$ cat config.mk
export PLATFORM = sky130hd
export DESIGN_NAME = me_search_ctrl
export DESIGN_NICKNAME = d
export VERILOG_FILES = /design/src/rtl/me_search_ctrl.sv
export SDC_FILE = /design/constraint.sdc
export NUM_CORES = 1
export LEC_CHECK = 0
export ABC_AREA = 1
export CAP_MARGIN = 30
export CELL_PAD_IN_SITES_DETAIL_PLACEMENT = 1
export CELL_PAD_IN_SITES_GLOBAL_PLACEMENT = 2
export CORE_MARGIN = 4
export CORE_UTILIZATION = 31
export DETAILED_ROUTE_END_ITERATION = 8
export GPL_ROUTABILITY_DRIVEN = 0
export PLACE_DENSITY = 0.83
export SKIP_LAST_GASP = 1
export SYNTH_ARGS = -nofsm -noshare
export SYNTH_HDL_FRONTEND = slang
export SYNTH_SLANG_ARGS = --single-unit
$ cat constraint.sdc
create_clock -name clk -period 2.3 [get_ports clk]
set_input_delay 0.575 -clock clk [delete_from_list [all_inputs] [get_ports clk]]
set_output_delay 0.575 -clock clk [all_outputs]
set_load 0.05 [all_outputs]
$ cat src/rtl/me_search_ctrl.sv
// Row sequencer for the full-search motion-estimation array: issues one PE row per
// pass, collects each row minimum and keeps the global best SAD and motion vector.
module me_search_ctrl #(
  parameter int MAX_DATA_WIDTH = 16,
  parameter int PE_COUNT       = 16,
  parameter int NUM_ROWS       = 16,
  parameter int ROW_W          = 4,
  parameter int IDX_W          = 4,
  parameter int TIMEOUT        = 255
) (
  input  logic                      clk,
  input  logic                      rst_n,
  input  logic                      start,
  input  logic [MAX_DATA_WIDTH-1:0] min_sad,
  input  logic [IDX_W-1:0]          min_idx,
  input  logic                      min_valid,
  output logic                      pe_start,
  output logic [ROW_W-1:0]          row_addr,
  output logic                      busy,
  output logic                      done,
  output logic [MAX_DATA_WIDTH-1:0] best_sad,
  output logic [IDX_W-1:0]          best_mv_x,
  output logic [ROW_W-1:0]          best_mv_y,
  output logic                      timeout_err,
  output logic [2:0]                state_dbg
);

  // Handshake: start is a one-cycle request honoured only in S_IDLE; min_valid is a
  // level that is accepted only after it has been seen low within the current row,
  // so a valid left over from the previous row is never taken twice.
  typedef enum logic [2:0] {
    S_IDLE   = 3'd0,
    S_ISSUE  = 3'd1,
    S_WAIT   = 3'd2,
    S_UPDATE = 3'd3,
    S_DONE   = 3'd4
  } state_t;

  localparam logic [ROW_W:0] LAST_ROW = (ROW_W+1)'(NUM_ROWS - 1);
  localparam logic [7:0]     TMO_MAX  = 8'(TIMEOUT);

  state_t                    state;
  logic                      armed;
  logic [7:0]                tmo_cnt;
  logic [7:0]                tmo_next;
  logic                      accept;
  logic [MAX_DATA_WIDTH-1:0] lat_sad;
  logic [IDX_W-1:0]          lat_idx;

  assign state_dbg = state;
  assign accept    = armed && min_valid;
  assign tmo_next  = tmo_cnt + 8'd1;

  always_ff @(posedge clk or negedge rst_n) begin
    if (!rst_n) begin
      state       <= S_IDLE;
      armed       <= 1'b0;
      tmo_cnt     <= '0;
      lat_sad     <= '0;
      lat_idx     <= '0;
      pe_start    <= 1'b0;
      row_addr    <= '0;
      busy        <= 1'b0;
      done        <= 1'b0;
      best_sad    <= '0;
      best_mv_x   <= '0;
      best_mv_y   <= '0;
      timeout_err <= 1'b0;
    end else begin
      pe_start <= 1'b0;
      done     <= 1'b0;
      case (state)
        S_IDLE: begin
          if (start) begin
            row_addr    <= '0;
            timeout_err <= 1'b0;
            busy        <= 1'b1;
            pe_start    <= 1'b1;
            state       <= S_ISSUE;
          end
        end
        S_ISSUE: begin
          armed   <= 1'b0;
          tmo_cnt <= '0;
          state   <= S_WAIT;
        end
        S_WAIT: begin
          tmo_cnt <= tmo_next;
          if (!min_valid) armed <= 1'b1;
          // Acceptance takes priority over a timeout expiring in the same cycle.
          if (accept) begin
            lat_sad <= min_sad;
            lat_idx <= min_idx;
            state   <= S_UPDATE;
          end else if (tmo_next == TMO_MAX) begin
            timeout_err <= 1'b1;
            busy        <= 1'b0;
            done        <= 1'b1;
            state       <= S_DONE;
          end
        end
        S_UPDATE: begin
          // Strict compare: a tie keeps the earlier row.
          if (row_addr == '0 || lat_sad < best_sad) begin
            best_sad  <= lat_sad;
            best_mv_x <= lat_idx;
            best_mv_y <= row_addr;
          end
          if ({1'b0, row_addr} == LAST_ROW) begin
            busy  <= 1'b0;
            done  <= 1'b1;
            state <= S_DONE;
          end else begin
            row_addr <= row_addr + 1'b1;
            pe_start <= 1'b1;
            state    <= S_ISSUE;
          end
        end
        S_DONE: begin
          state <= S_IDLE;
        end
        default: begin
          busy  <= 1'b0;
          state <= S_IDLE;
        end
      endcase
    end
  end

endmodule

==> metrics <==
clk buf depth=2; Fin Clk Skew=roughly 0.012 ns; Inserted Diodes=0; Slew headroom=0.650; Max stage delay cell, worst path=clkdlybuf4s50_1; die width=110 µm; post-route DRC violation count=0; YS warnings=0; #FFs+latches synth=64; final hold violations=0; CP Buf/Inv Count=1; Clock Sinks=between 60 and 70; Max Used Layer=met4; RSZ-0062 raised after global routing=no; row count=37; via count=2745; fin crit period=2.22 ns; Core Util, Final=0.410; DR iter-0 viols=58; Crit Path Max Fanout=5; max-cap viol count=0; DPL Wire Length=6.05 mm; Crit Path Class=flip-flop to output port; distinct cell type count after synthesis=32; maximum VDD drop=about 0.75 mV; CTS Buf Count=9; Worst setup SP type=flip-flop; Hold Slack=0.229 ns; IO Port Bufs=58; antenna violations before repair=0; CTS tree=built; final critical-path share of the clock period=0.966; ratio of cells with drive above 1 in the final layout=0.101; DRT met1 WL=~3.8 mm; Initial Util=0.316; Final Setup Violations=0; status=finished clean; metal3 WL=about 320 µm; CP peak stage delay=0.85 ns; Vias/cell=around 4.6; gr ovfl total=0; H-tree lvl count=3; WP data required=1.73 ns; vias in the first global route=2925; # IOs=59; Root Driver=clkbuf_8; height of the die=110 µm; GRT Overall Usage=0.155; Hold WC Path Type=input port to async pin; register area share after synthesis=0.496; Antenna Nets Post-Route=0; Synth Area per Inst=8.37 µm²; Critical Path, Cell by Cell=clkdlybuf4s50_1; metal2 WL=4.20 mm; CTS clk-pin slew, worst paths=0.07 ns; Layout fillers=roughly 1200; first-pass GRT wire length=~14 mm; endpoint type of the worst setup path=output port; Layout Nets=493; WL final=8.45 mm; Core ar.=about 10000 µm²; first-pass iteration count of the detailed router=4; post-route worst setup slack=slightly below 0.08 ns; largest net degree at the start of global routing=40; Routed WL per cell=14.3 µm; Synth Instances=approximately 390; Worst Path Arrival=between 1.5 and 2 ns; reg2reg setup slack=0.40 ns; Die Area=12100 µm²; Max Freq=450 MHz; Leak=2.08 nW; P&R area growth vs syn=29.9%; pre-CTS setup slack=approximately 0.35 ns; PwrDens=1490 nW/µm²; Power, Total=6.25 mW; Worst Tran Pin Value=0.526 ns; crit-path leading delay family=buffers and inverters; sum of negative setup slack=0 ns; Mapped Area=3230 µm²; Mapped Nets=approximately 430; max-slew violations=0; Worst-Skew Late Latency=0.34 ns; CTS Hold Bufs=0
## flip-flops by register name, indices dropped and copies added (netlist names)
signal	flops
armed	1
pe_start	1
done	1
best_mv_y	4
lat_sad	16
timeout_err	1
best_sad	16
best_mv_x	4
state_dbg	3
tmo_cnt	8
row_addr	4
lat_idx	4
busy	1
## final cells by class
cell class	instances	area [µm²]	area share
inverter	45	175	0.0418
multi-input combinational	267	1390	0.331
tap	136	170	0.0406
sequential	64	1600	0.382
timing repair buffer	63	614	0.146
clock buffer	11	141	0.0337
clock inverter	5	104	0.0248
## through the flow
step,cells,instance area [µm²]
2_1_floorplan,386,3230
4_1_cts,591,4190
6_report,591,4200
5_1_grt,591,4200
3_5_place_dp,575,3950
3_3_place_gp,575,3950
## metal layers
| metal | vias to the layer above | GRT usage |
|---|---|---|
| met5 | - | 0 |
| met4 | 0 | 0.0419 |
| met3 | 11 | 0.0437 |
| met2 | 46 | 0.262 |
| met1 | 1339 | 0.194 |
| li1 | 1349 | - |
## Yosys cell counts
| cell type | instances | area [µm²] |
|---|---|---|
| nand3_1 | 32 | 160 |
| nor2_2 | 4 | 25.0 |
| nand2_4 | 2 | 22.5 |
| nand4_1 | 3 | 18.8 |
| o31ai_1 | 1 | 7.51 |
| buf_2 | 4 | 20.0 |
| o21ai_1 | 5 | 25.0 |
| inv_1 | 40 | 150 |
| nand2_1 | 147 | 552 |
| inv_2 | 3 | 11.3 |
| ha_1 | 19 | 238 |
| buf_4 | 2 | 15.0 |
| nand3_2 | 3 | 30.0 |
| clkbuf_1 | 2 | 7.51 |
| o21ai_2 | 1 | 8.76 |
| nand2_2 | 6 | 37.5 |
| or2_1 | 1 | 6.26 |
| o21ai_0 | 6 | 30.0 |
| buf_6 | 2 | 22.5 |
| nand3_4 | 1 | 17.5 |
| a21oi_1 | 11 | 55.1 |
| xnor2_1 | 2 | 17.5 |
| o22ai_1 | 7 | 43.8 |
| xor2_2 | 1 | 16.3 |
| a21oi_2 | 1 | 8.76 |
| nor3_1 | 5 | 25.0 |
| nor2_1 | 7 | 26.3 |
| dfrtp_1 | 64 | 1600 |
| a31oi_1 | 1 | 6.26 |
| nor2_4 | 1 | 11.3 |
| clkinv_4 | 1 | 8.76 |
| clkinv_2 | 1 | 5.00 |
## placed cells by master (no fill, tap or decap), types with 2 or more instances in the layout
master	Yosys	final
nand3_1	32	32
nor3_1	5	5
clkdlybuf4s50_1	0	55
nand4_1	3	3
nand2_4	2	2
o21ai_0	6	6
ha_1	19	19
a21oi_1	11	11
inv_1	40	40
clkinv_4	1	2
inv_2	3	3
nor2_1	7	7
o22ai_1	7	7
dfrtp_1	64	64
clkinv_2	1	2
clkbuf_8	0	10
nand2_2	6	6
bufinv_16	0	3
o21ai_1	5	5
buf_4	2	5
nor2_2	4	4
xnor2_1	2	2
nand3_2	3	3
nand2_1	147	147
## power by group
group	switching [mW]	total (mW)	leakage [nW]	internal, mW
registers	0.384	1.93	0.828	1.55
logic	2.11	3.13	1.13	1.02
clock network	0.441	1.19	0.124	0.750
total	2.93	6.25	2.08	3.32
## final timing paths
kind,depth (start not counted),startpoint,end
setup reg to reg,12,best_sad[15]$_DFFE_PN0P_,best_sad[7]$_DFFE_PN0P_
hold reg to reg,2,lat_idx[0]$_DFFE_PN0P_,lat_idx[0]$_DFFE_PN0P_
hold / removal,2,rst_n,best_sad[3]$_DFFE_PN0P_
setup / recovery,1,row_addr[2]$_DFFE_PN0P_,row_addr[2]
min in group clk,2,lat_idx[0]$_DFFE_PN0P_,lat_idx[0]$_DFFE_PN0P_
max in group asynchronous,2,rst_n,tmo_cnt[4]$_DFFE_PN0P_
## what timing repair did
action,in CTS,in global routing
resized for setup,1,1
setup endpoints to repair,1,1
buffers inserted,0,0
## cell families after synthesis
logic type               after synthesis  synth area share
buffers and inverters                 55            0.0744
adder cells (fa/ha/maj)               19            0.0736
XOR/XNOR                               3            0.0105
flip-flops                            64             0.496
AO/OA/AOI/OAI                         33            0.0573
AND/OR/NAND/NOR                      212             0.289
(Power assumes the default switching activity.)
